## config.mk

```make
export PLATFORM = sky130hd
export DESIGN_NAME = mmu_xlat_req_ctrl
export DESIGN_NICKNAME = d
export VERILOG_FILES = /design/src/rtl/mmu_xlat_req_ctrl.sv
export SDC_FILE = /design/constraint.sdc
export NUM_CORES = 1
export LEC_CHECK = 0
export CAP_MARGIN = 15
export CORE_ASPECT_RATIO = 1.2
export CORE_MARGIN = 4
export CORE_UTILIZATION = 32
export CTS_BUF_LIST = sky130_fd_sc_hd__clkbuf_8 sky130_fd_sc_hd__clkbuf_16
export CTS_CLUSTER_SIZE = 12
export DETAILED_ROUTE_END_ITERATION = 12
export SETUP_SLACK_MARGIN = 0.4
export SYNTH_ARGS = -nofsm -noshare
export SYNTH_HDL_FRONTEND = slang
export SYNTH_SLANG_ARGS = --single-unit
```

## constraint.sdc

```tcl
create_clock -name clk_i -period 23.2 [get_ports clk_i]
set_clock_uncertainty 0.05 [all_clocks]
set_input_delay 5.8 -clock clk_i [delete_from_list [all_inputs] [get_ports clk_i]]
set_output_delay 5.8 -clock clk_i [all_outputs]
set_load 0.005 [all_outputs]
```

## src/rtl/mmu_xlat_req_ctrl.sv

```systemverilog
// mmu_xlat_req_ctrl: translation request controller in front of the MMU stub.
// Accepts virtual-address requests over a valid/ready handshake, either bypasses
// them straight into the response FIFO or holds a request on the MMU interface
// until it answers, and halts on a page fault or watchdog timeout until flushed.
//
// Handshake semantics (both request and response sides): a transfer happens in
// the cycle where valid and ready are both high at the rising clock edge. ready
// never depends on valid, and a valid source holds its payload until the transfer.
//
// rsp_ex_o / mmu_exception_i are flat vectors laid out like ariane_pkg::exception_t
// ({cause, tval, valid}, valid in bit 0), so the packed struct connects directly.
// dbg_state_o exposes the FSM state (0 IDLE, 1 WAIT, 2 HALT).
module mmu_xlat_req_ctrl #(
    parameter int unsigned VLEN          = 64,
    parameter int unsigned PLEN          = 56,
    parameter int unsigned ExW           = 129,
    parameter int unsigned RspDepth      = 2,
    parameter int unsigned TimeoutCycles = 1024
) (
    input  logic            clk_i,
    input  logic            rst_i,
    input  logic            en_translation_i,
    input  logic            flush_i,
    input  logic            req_valid_i,
    output logic            req_ready_o,
    input  logic [VLEN-1:0] req_vaddr_i,
    input  logic            req_is_store_i,
    output logic            rsp_valid_o,
    input  logic            rsp_ready_i,
    output logic [PLEN-1:0] rsp_paddr_o,
    output logic [ExW-1:0]  rsp_ex_o,
    output logic            mmu_req_o,
    output logic [VLEN-1:0] mmu_vaddr_o,
    output logic            mmu_is_store_o,
    input  logic            mmu_valid_i,
    input  logic [PLEN-1:0] mmu_paddr_i,
    input  logic [ExW-1:0]  mmu_exception_i,
    output logic            busy_o,
    output logic            timeout_o,
    output logic [1:0]      dbg_state_o
);

    localparam int CntW = $clog2(RspDepth + 1);
    localparam int PtrW = (RspDepth > 1) ? $clog2(RspDepth) : 1;

    typedef enum logic [1:0] {
        ST_IDLE = 2'd0,
        ST_WAIT = 2'd1,
        ST_HALT = 2'd2
    } state_e;

    state_e          state_q, state_d;
    logic [31:0]     wait_cnt_q, wait_cnt_d;
    logic [VLEN-1:0] vaddr_q, vaddr_d;
    logic            is_store_q, is_store_d;

    logic [PLEN-1:0] paddr_mem_q [RspDepth];
    logic [PLEN-1:0] paddr_mem_d [RspDepth];
    logic [ExW-1:0]  ex_mem_q    [RspDepth];
    logic [ExW-1:0]  ex_mem_d    [RspDepth];
    logic [PtrW-1:0] wr_ptr_q, wr_ptr_d;
    logic [PtrW-1:0] rd_ptr_q, rd_ptr_d;
    logic [CntW-1:0] count_q, count_d;

    logic            push;
    logic            pop;
    logic [PLEN-1:0] push_paddr;
    logic [ExW-1:0]  push_ex;
    logic [PLEN-1:0] bypass_paddr;
    logic            req_ready;
    logic            timeout;

    // Bypass address: zero-extend or truncate the virtual address to PLEN.
    if (PLEN <= VLEN) begin : g_trunc
        assign bypass_paddr = req_vaddr_i[PLEN-1:0];
    end else begin : g_ext
        assign bypass_paddr = {{(PLEN - VLEN){1'b0}}, req_vaddr_i};
    end

    // FSM next-state, request capture, watchdog and FIFO push selection.
    always_comb begin
        state_d    = state_q;
        wait_cnt_d = wait_cnt_q;
        vaddr_d    = vaddr_q;
        is_store_d = is_store_q;
        push       = 1'b0;
        push_paddr = '0;
        push_ex    = '0;
        timeout    = 1'b0;
        // A flush cycle never accepts a request, so nothing is lost when it wipes state.
        req_ready  = (state_q == ST_IDLE) && (count_q < CntW'(RspDepth)) && !flush_i;

        if (flush_i) begin
            state_d    = ST_IDLE;
            wait_cnt_d = '0;
        end else begin
            case (state_q)
                ST_IDLE: begin
                    if (req_valid_i && req_ready) begin
                        vaddr_d    = req_vaddr_i;
                        is_store_d = req_is_store_i;
                        if (en_translation_i) begin
                            state_d    = ST_WAIT;
                            wait_cnt_d = '0;
                        end else begin
                            push       = 1'b1;
                            push_paddr = bypass_paddr;
                        end
                    end
                end
                ST_WAIT: begin
                    if (wait_cnt_q != '1) begin
                        wait_cnt_d = wait_cnt_q + 32'd1;
                    end
                    // The slot for this push was reserved at acceptance and the
                    // count can only shrink while waiting, so it cannot overflow.
                    if (mmu_valid_i) begin
                        push       = 1'b1;
                        push_paddr = mmu_paddr_i;
                        push_ex    = mmu_exception_i;
                        state_d    = mmu_exception_i[0] ? ST_HALT : ST_IDLE;
                    end else if ((TimeoutCycles != 0) &&
                                 (wait_cnt_q == 32'(TimeoutCycles - 1))) begin
                        timeout = 1'b1;
                        state_d = ST_HALT;
                    end
                end
                ST_HALT: begin
                    state_d = ST_HALT;
                end
                default: begin
                    state_d = ST_IDLE;
                end
            endcase
        end
    end

    // Response FIFO pointers, count and storage; flush empties it outright.
    always_comb begin
        paddr_mem_d = paddr_mem_q;
        ex_mem_d    = ex_mem_q;
        wr_ptr_d    = wr_ptr_q;
        rd_ptr_d    = rd_ptr_q;
        count_d     = count_q;
        pop         = (count_q != '0) && rsp_ready_i;

        if (flush_i) begin
            wr_ptr_d = '0;
            rd_ptr_d = '0;
            count_d  = '0;
        end else begin
            if (push) begin
                paddr_mem_d[wr_ptr_q] = push_paddr;
                ex_mem_d[wr_ptr_q]    = push_ex;
                wr_ptr_d = (wr_ptr_q == PtrW'(RspDepth - 1)) ? '0 : wr_ptr_q + PtrW'(1);
            end
            if (pop) begin
                rd_ptr_d = (rd_ptr_q == PtrW'(RspDepth - 1)) ? '0 : rd_ptr_q + PtrW'(1);
            end
            case ({push, pop})
                2'b10:   count_d = count_q + CntW'(1);
                2'b01:   count_d = count_q - CntW'(1);
                default: count_d = count_q;
            endcase
        end
    end

    // All state flops, cleared asynchronously.
    always_ff @(posedge clk_i or posedge rst_i) begin
        if (rst_i) begin
            state_q     <= ST_IDLE;
            wait_cnt_q  <= '0;
            vaddr_q     <= '0;
            is_store_q  <= 1'b0;
            paddr_mem_q <= '{default: '0};
            ex_mem_q    <= '{default: '0};
            wr_ptr_q    <= '0;
            rd_ptr_q    <= '0;
            count_q     <= '0;
        end else begin
            state_q     <= state_d;
            wait_cnt_q  <= wait_cnt_d;
            vaddr_q     <= vaddr_d;
            is_store_q  <= is_store_d;
            paddr_mem_q <= paddr_mem_d;
            ex_mem_q    <= ex_mem_d;
            wr_ptr_q    <= wr_ptr_d;
            rd_ptr_q    <= rd_ptr_d;
            count_q     <= count_d;
        end
    end

    // Outputs decoded from registers; only flush can drop the MMU request early.
    always_comb begin
        req_ready_o    = req_ready;
        rsp_valid_o    = (count_q != '0);
        rsp_paddr_o    = rsp_valid_o ? paddr_mem_q[rd_ptr_q] : '0;
        rsp_ex_o       = rsp_valid_o ? ex_mem_q[rd_ptr_q] : '0;
        mmu_req_o      = (state_q == ST_WAIT) && !flush_i;
        mmu_vaddr_o    = vaddr_q;
        mmu_is_store_o = is_store_q;
        busy_o         = (state_q != ST_IDLE) || (count_q != '0);
        timeout_o      = timeout;
        dbg_state_o    = state_q;
    end

endmodule
```

==> run metrics, run 1 <==
status=finished, final reports clean; Mapped Area=22,500 um^2; die area=74,500 um^2; Core Area=just under 70,000 um^2; NetSw=0.000534 W; clock share of power=0.402; worst r2r src=dbg_state_o[1]; worst path arrival time=7.85 ns; Synth Register Bits=473; r2r worst-path depth=7; worst ir drop on vdd=65.8 uV; placed instance count=3,569; drt via density=5.04; Total GRT Usage=0.179; post-synthesis net count=2,546; Sequential Power Share=0.441; Hold Path End=ex_mem_q[117]; Rel. slew slack=0.242; Design Area, Final=~30,000 um^2; Nets=2,967; DRT iter0 DRCs=around 1,200; hold_sp=ex_mem_q[117]; H-Tree Depth=2; final period utilization=0.591; post-synthesis cell type count=48; final wirelength=68,900 um; IO buf count=a little over 500; leak pwr=12.6 nW; CTS Buf Count=53; critical-path maximum fanout=13; Cell Area, Placed=28,200 um^2; Die X=approximately 250 um; first-pass GRT wire length=between 100,000 and 150,000 um; Synth top area share=0.527; most frequent CP cell=clkdlybuf4s50_1; CP startpoint kind=primary input; io pins=514; initial antenna violation count=7; Final Util=0.432; die height=298 um; Warnings, synthesis=0; Hold WC Path Type=flop to flop; PwrDens=between 60 and 70 nW/um^2; gr ovfl total=0; router iterations before antenna repair=5; EDFF count, synth=0; Finish-stage setup viols=0; slew of the pin with the lowest slew margin=1.14 ns; Synth top cells by count=473 x dfrtp_1, 278 x nand2_1, 268 x nand3_1; min cycle time layout=~14 ns; Place WS=9.47 ns; Antenna Nets Post-Route=0; TritonCTS clock tree=built; hold_buf cts=0; ys async rst share=1.00; mean area per synthesized cell=9.82 um^2; # DRC=0; GPL Wtd Cong=just over 0.8; Post-Layout Cell Count=~3,700; Max Root-Sink Buffers=3; Filler Cells Inserted=6,648; fraction of layout cells with a size suffix above 1=0.108; cell taking the most area after synthesis=dfrtp_1; post-detail-place hpwl=44,800 um; Worst-Skew Late Latency=0.58 ns; Syn Inst Count=approximately 2,300; placement row count=between 100 and 150; largest net degree at the start of global routing=159; vias=18,500; Seq/Total Area, Yosys=0.527; switching portion of total power=0.257; Pins Over Slew Limit=0; RSZ-0062 raised after global routing=no; P_int=0.00155 W; crit path max-delay cell type=clkdlybuf4s50_1; worst setup path start=flush_i; clk sinks=roughly 470; Reg clk slew, reported paths=0.06 ns; final setup margin=approximately 9.5 ns; Max-Cap Viols=0; f_max=73.0 MHz; prevailing post-synth register cell=dfrtp_1; Fin. Hold Viols=0; setup TNS=0 ns; Crit Path Class=primary input to primary output; Initial Util=0.323; synth top area cells=dfrtp_1 53%, mux2_2 8.3%, mux2i_1 8.2%; biggest cell delay along the critical path=0.72 ns; WP data required=17.35 ns; synthesis-to-layout area growth=33.8%; combinational power share=0.157; vias in the first global route=19,700; root buf cell=clkbuf_16; Worst Hold Path Cells=2; post-CTS sizing=0; Cell Chain, Critical Path=clkdlybuf4s50_1 > nor2_1 > nand2_1 > nor3_1 > clkdlybuf4s50_1; endpoint type of the worst setup path=primary output; wire per inst=roughly 19 um; most common cell in the netlist=dfrtp_1; RR Endpoint=ex_mem_q[180]; Reg2Reg Setup Slack=between 15 and 20 ns; Post-CTS Setup Repair Bufs=0
[critical path, delay by kind of cell]
kind | cells | cell delay [ns]
buffers and inverters | 2 | 1.25
and+or+nand+nor | 3 | 0.79
[stage by stage]
| stage | power (W) | hold WS [ns] |
|---|---|---|
| global placement | 0.00125 | 0.407 |
| global route | 0.00218 | 0.442 |
| floorplan | 0.00109 | 0.396 |
| finish | 0.00208 | 0.422 |
| detailed placement | 0.00126 | 0.412 |
| CTS | 0.00212 | 0.426 |
[power by group through the flow]
stage | logic, W | registers (W) | clock network (W)
after global routing | 0.000356 | 0.000925 | 0.000901
final | 0.000326 | 0.000918 | 0.000837
after global placement | 0.000325 | 0.000929 | 0
after CTS | 0.000332 | 0.000918 | 0.000866
after floorplan | 0.000166 | 0.000923 | 0
after detailed placement | 0.000329 | 0.000933 | 0
[per-layer routing]
layer	vias to the layer above	track usage	share of wire
met3	115	0.0478	0.076
met4	0	0.0558	0.028
met5	-	0	0
li1	8608	-	-
met2	601	0.306	0.49
met1	9179	0.221	0.40
[cell type report]
type / count / area [um^2] / area share
Inverter: 135 / 514 / 0.0171
Clock inverter: 22 / 164 / 0.00546
Antenna cell: 6 / 15.0 / 0.000500
Sequential cell: 473 / 11800 / 0.394
Multi-Input combinational cell: 1507 / 9380 / 0.312
Clock buffer: 71 / 1600 / 0.0531
Timing Repair Buffer: 539 / 5390 / 0.179
Tap cell: 918 / 1150 / 0.0382
[cell families after synthesis]
kind of cell | synth area share
and+or+nand+nor | 0.174
adders and majority gates | 0.000557
xor gates and xnor gates | 0.00234
AOI/OAI and AO/OA | 0.0682
muxes | 0.171
buffers and inverters | 0.0571
DFF | 0.527
[how the worst max path moves through the flow]
stage	to	slack [ns]
2_1_floorplan	count_q[0]	4.16
3_3_place_gp	timeout_o	9.42
3_5_place_dp	timeout_o	9.47
4_1_cts	timeout_o	9.46
5_1_grt	timeout_o	9.36
6_report	timeout_o	9.50
[cell usage in the layout, fill, tap and decap left out, types with 7 or more instances in the layout]
cell / synthesis / layout
a22oi_1: 56 / 56
nand4_1: 15 / 15
and3_1: 8 / 7
o31ai_1: 13 / 13
or3_1: 13 / 13
mux2_2: 165 / 165
nor3_1: 8 / 7
mux2i_1: 185 / 185
clkinv_2: 0 / 9
clkbuf_8: 0 / 16
o21ai_0: 149 / 148
clkbuf_16: 0 / 55
nand2_1: 278 / 277
buf_4: 11 / 21
mux2_1: 12 / 12
a21oi_1: 22 / 22
nor2_1: 259 / 257
or4_1: 9 / 9
nand3_1: 268 / 268
clkdlybuf4s50_1: 0 / 513
dfrtp_1: 473 / 472
inv_1: 135 / 141
[sequential cells by signal (all words and copies together), names as in the netlist]
register,cells
ex_mem_q,258
paddr_mem_q,112
wr_ptr_q,1
mmu_is_store_o,1
wait_cnt_q,32
count_q,2
mmu_vaddr_o,64
rd_ptr_q,1
dbg_state_o,2
No activity file was read; power rests on OpenSTA's default activity.
==> run 2, diff against run 1 <==
clock period = 13.35 ns   (was 23.2 ns; I/O delays follow)
==> run metrics, run 2 (synthesis results as in run 1) <==
status=finished, final reports clean; Reg area=11,800 um^2 (unchanged); Reg2Reg Setup Slack=9.73 ns (-9.36 ns); clk sinks=473 (unchanged); IO buf count=513 (unchanged); worst setup path start=flush_i; Max-Cap Viols=0 (unchanged); critical-path maximum fanout=13 (unchanged); die area=74,500 um^2 (unchanged); slew of the pin with the lowest slew margin=1.14 ns (+0.00713 ns); first-pass GRT wire length=110,000 um (+0.48%); most common cell after layout, fill and taps aside=clkdlybuf4s50_1; placed instance count=3,568 (-0.028%); placement row count=106 (unchanged); Finish-stage setup viols=0 (unchanged); die height=298 um (unchanged); DRT iter0 DRCs=1,038 (-9.8%); CTS Buf Count=51 (-3.8%); RR Endpoint=paddr_mem_q[15]; wire per inst=18.8 um (+0.37%); Biggest register=ex_mem_q; area of the multi-input gates=9380 um^2 (unchanged); initial antenna violation count=8 (+1); PnR Total Power=0.00356 W (+71%); post-CTS sizing=0 (unchanged); final wirelength=69,100 um (+0.29%); Max Root-Sink Buffers=3 (unchanged); hold_buf cts=0 (unchanged); min cycle time layout=8.79 ns; vias in the first global route=19,500 (-0.79%); WP data required=9.96 ns (-7.39 ns); final period utilization=0.658; Worst Hold Path Cells=2 (unchanged); largest net degree at the start of global routing=229 (+44%); post-detail-place hpwl=44,900 um (+0.24%); Post-Layout Cell Count=3,668 (-0.082%); Nets=2,963 (-0.13%); Crit Path Class=primary input to primary output; Place WS=4.55 ns (-4.92 ns); r2r worst-path depth=6 (-1); # DRC=0 (unchanged); met2 GRT Util=0.302 (-0.00444); router iterations before antenna repair=5 (unchanged); endpoint type of the worst setup path=primary output; Filler Cells Inserted=6,746 (+1.5%); drt via density=5.03 (-0.20%); synthesis-to-layout area growth=33.4%; GRT Max-Usage Layer=met2; Fin. Hold Viols=0 (unchanged); fraction of layout cells with a size suffix above 1=0.105 (-0.00316); io pins=514 (unchanged); RSZ-0062 raised after global routing=no; CP startpoint kind=primary input; Pins Over Slew Limit=0 (unchanged); met1 GRT Util=0.221 (-0.000272); Die X=250 um (unchanged); Post-CTS Setup Repair Bufs=0 (unchanged); Hold WC Path Type=flop to flop; worst r2r src=dbg_state_o[1]; leak pwr=12.6 nW (-0.35%); f_max=between 100 and 150 MHz; GPL Wtd Cong=0.819 (+0.58%); most frequent cells in the layout=513 x clkdlybuf4s50_1, 472 x dfrtp_1, 277 x nand2_1; worst path arrival time=5.40 ns (-2.45 ns); Final Util=0.430 (-0.00124); PwrDens=119 nW/um^2 (+72%); hold_sp=ex_mem_q[12]; Rel. slew slack=0.237 (-0.00476); setup TNS=0 ns (unchanged); worst ir drop on vdd=90.1 uV (+37%); TritonCTS clock tree=built; vias=18,500 (-0.29%); max reg flops=258 (unchanged); Antenna Nets Post-Route=0 (unchanged); H-Tree Depth=2 (unchanged); Initial Util=0.323 (unchanged); Reg clk slew, reported paths=0.06 ns (about the same); Worst-Skew Late Latency=0.57 ns (about the same); final setup margin=4.56 ns (-4.94 ns); Core Area=69,600 um^2 (unchanged); met3 GRT Util=0.0527 (+0.00498); Total GRT Usage=0.179 (+0.000273); Hold Path End=ex_mem_q[12]; root buf cell=clkbuf_16; gr ovfl total=0 (unchanged)
-- run 2: changes by cell type in the layout (fill, tap and decap cells not counted) --
cell	before	now
buf_12	2	5
buf_4	21	17
buf_8	2	1
clkbuf_16	55	51
clkbuf_8	16	15
clkinv_2	9	6
clkinv_4	1	0
clkinvlp_4	2	3
inv_1	141	147
inv_6	1	3
inv_8	1	0
-- run 2: power by group --
group | internal [W] | total (W) | switching [W] | leakage (nW)
registers | 0.00153 | 0.00159 | 0.0000595 | 6.43
clock network | 0.000815 | 0.00140 | 0.000583 | 0.871
logic | 0.000287 | 0.000569 | 0.000282 | 5.29
total | 0.00263 | 0.00356 | 0.000925 | 12.6
-- run 2: worst max-delay path: stages --
cell and delay [ns]:
clkdlybuf4s50_1 0.71, nor2_1 0.27, nand2_1 0.28, nor3_1 0.26, clkdlybuf4s50_1 0.53
-- run 2: worst max path at each step --
stage	to	depth (start not counted)
global placement	timeout_o	5
CTS	timeout_o	5
finish	timeout_o	5
global route	timeout_o	5
floorplan	count_q[0]	1
detailed placement	timeout_o	5
-- run 2: metal layers --
layer  wire length, um  share of wire  vias to the layer above
met2             33000           0.48                      609
met4              2240          0.032                        2
li1                  -              -                     8583
met1             28600           0.41                     9136
met3              5230          0.076                      120
met5                10        0.00014                        -
-- run 2: cell type report --
class / instances / area share
Tap cell: 918 / 0.0383
Multi-Input combinational cell: 1507 / 0.313
Inverter: 135 / 0.0170
Antenna cell: 6 / 0.000501
Sequential cell: 473 / 0.395
Clock buffer: 66 / 0.0495
Timing Repair Buffer: 537 / 0.180
Clock inverter: 26 / 0.00601
-- run 2: through the flow --
step | hold WS [ns] | area, um^2
2_1_floorplan | 0.396 | 22500
6_report | 0.422 | 30000
4_1_cts | 0.427 | 29900
5_1_grt | 0.447 | 30000
3_3_place_gp | 0.406 | 28200
3_5_place_dp | 0.412 | 28200
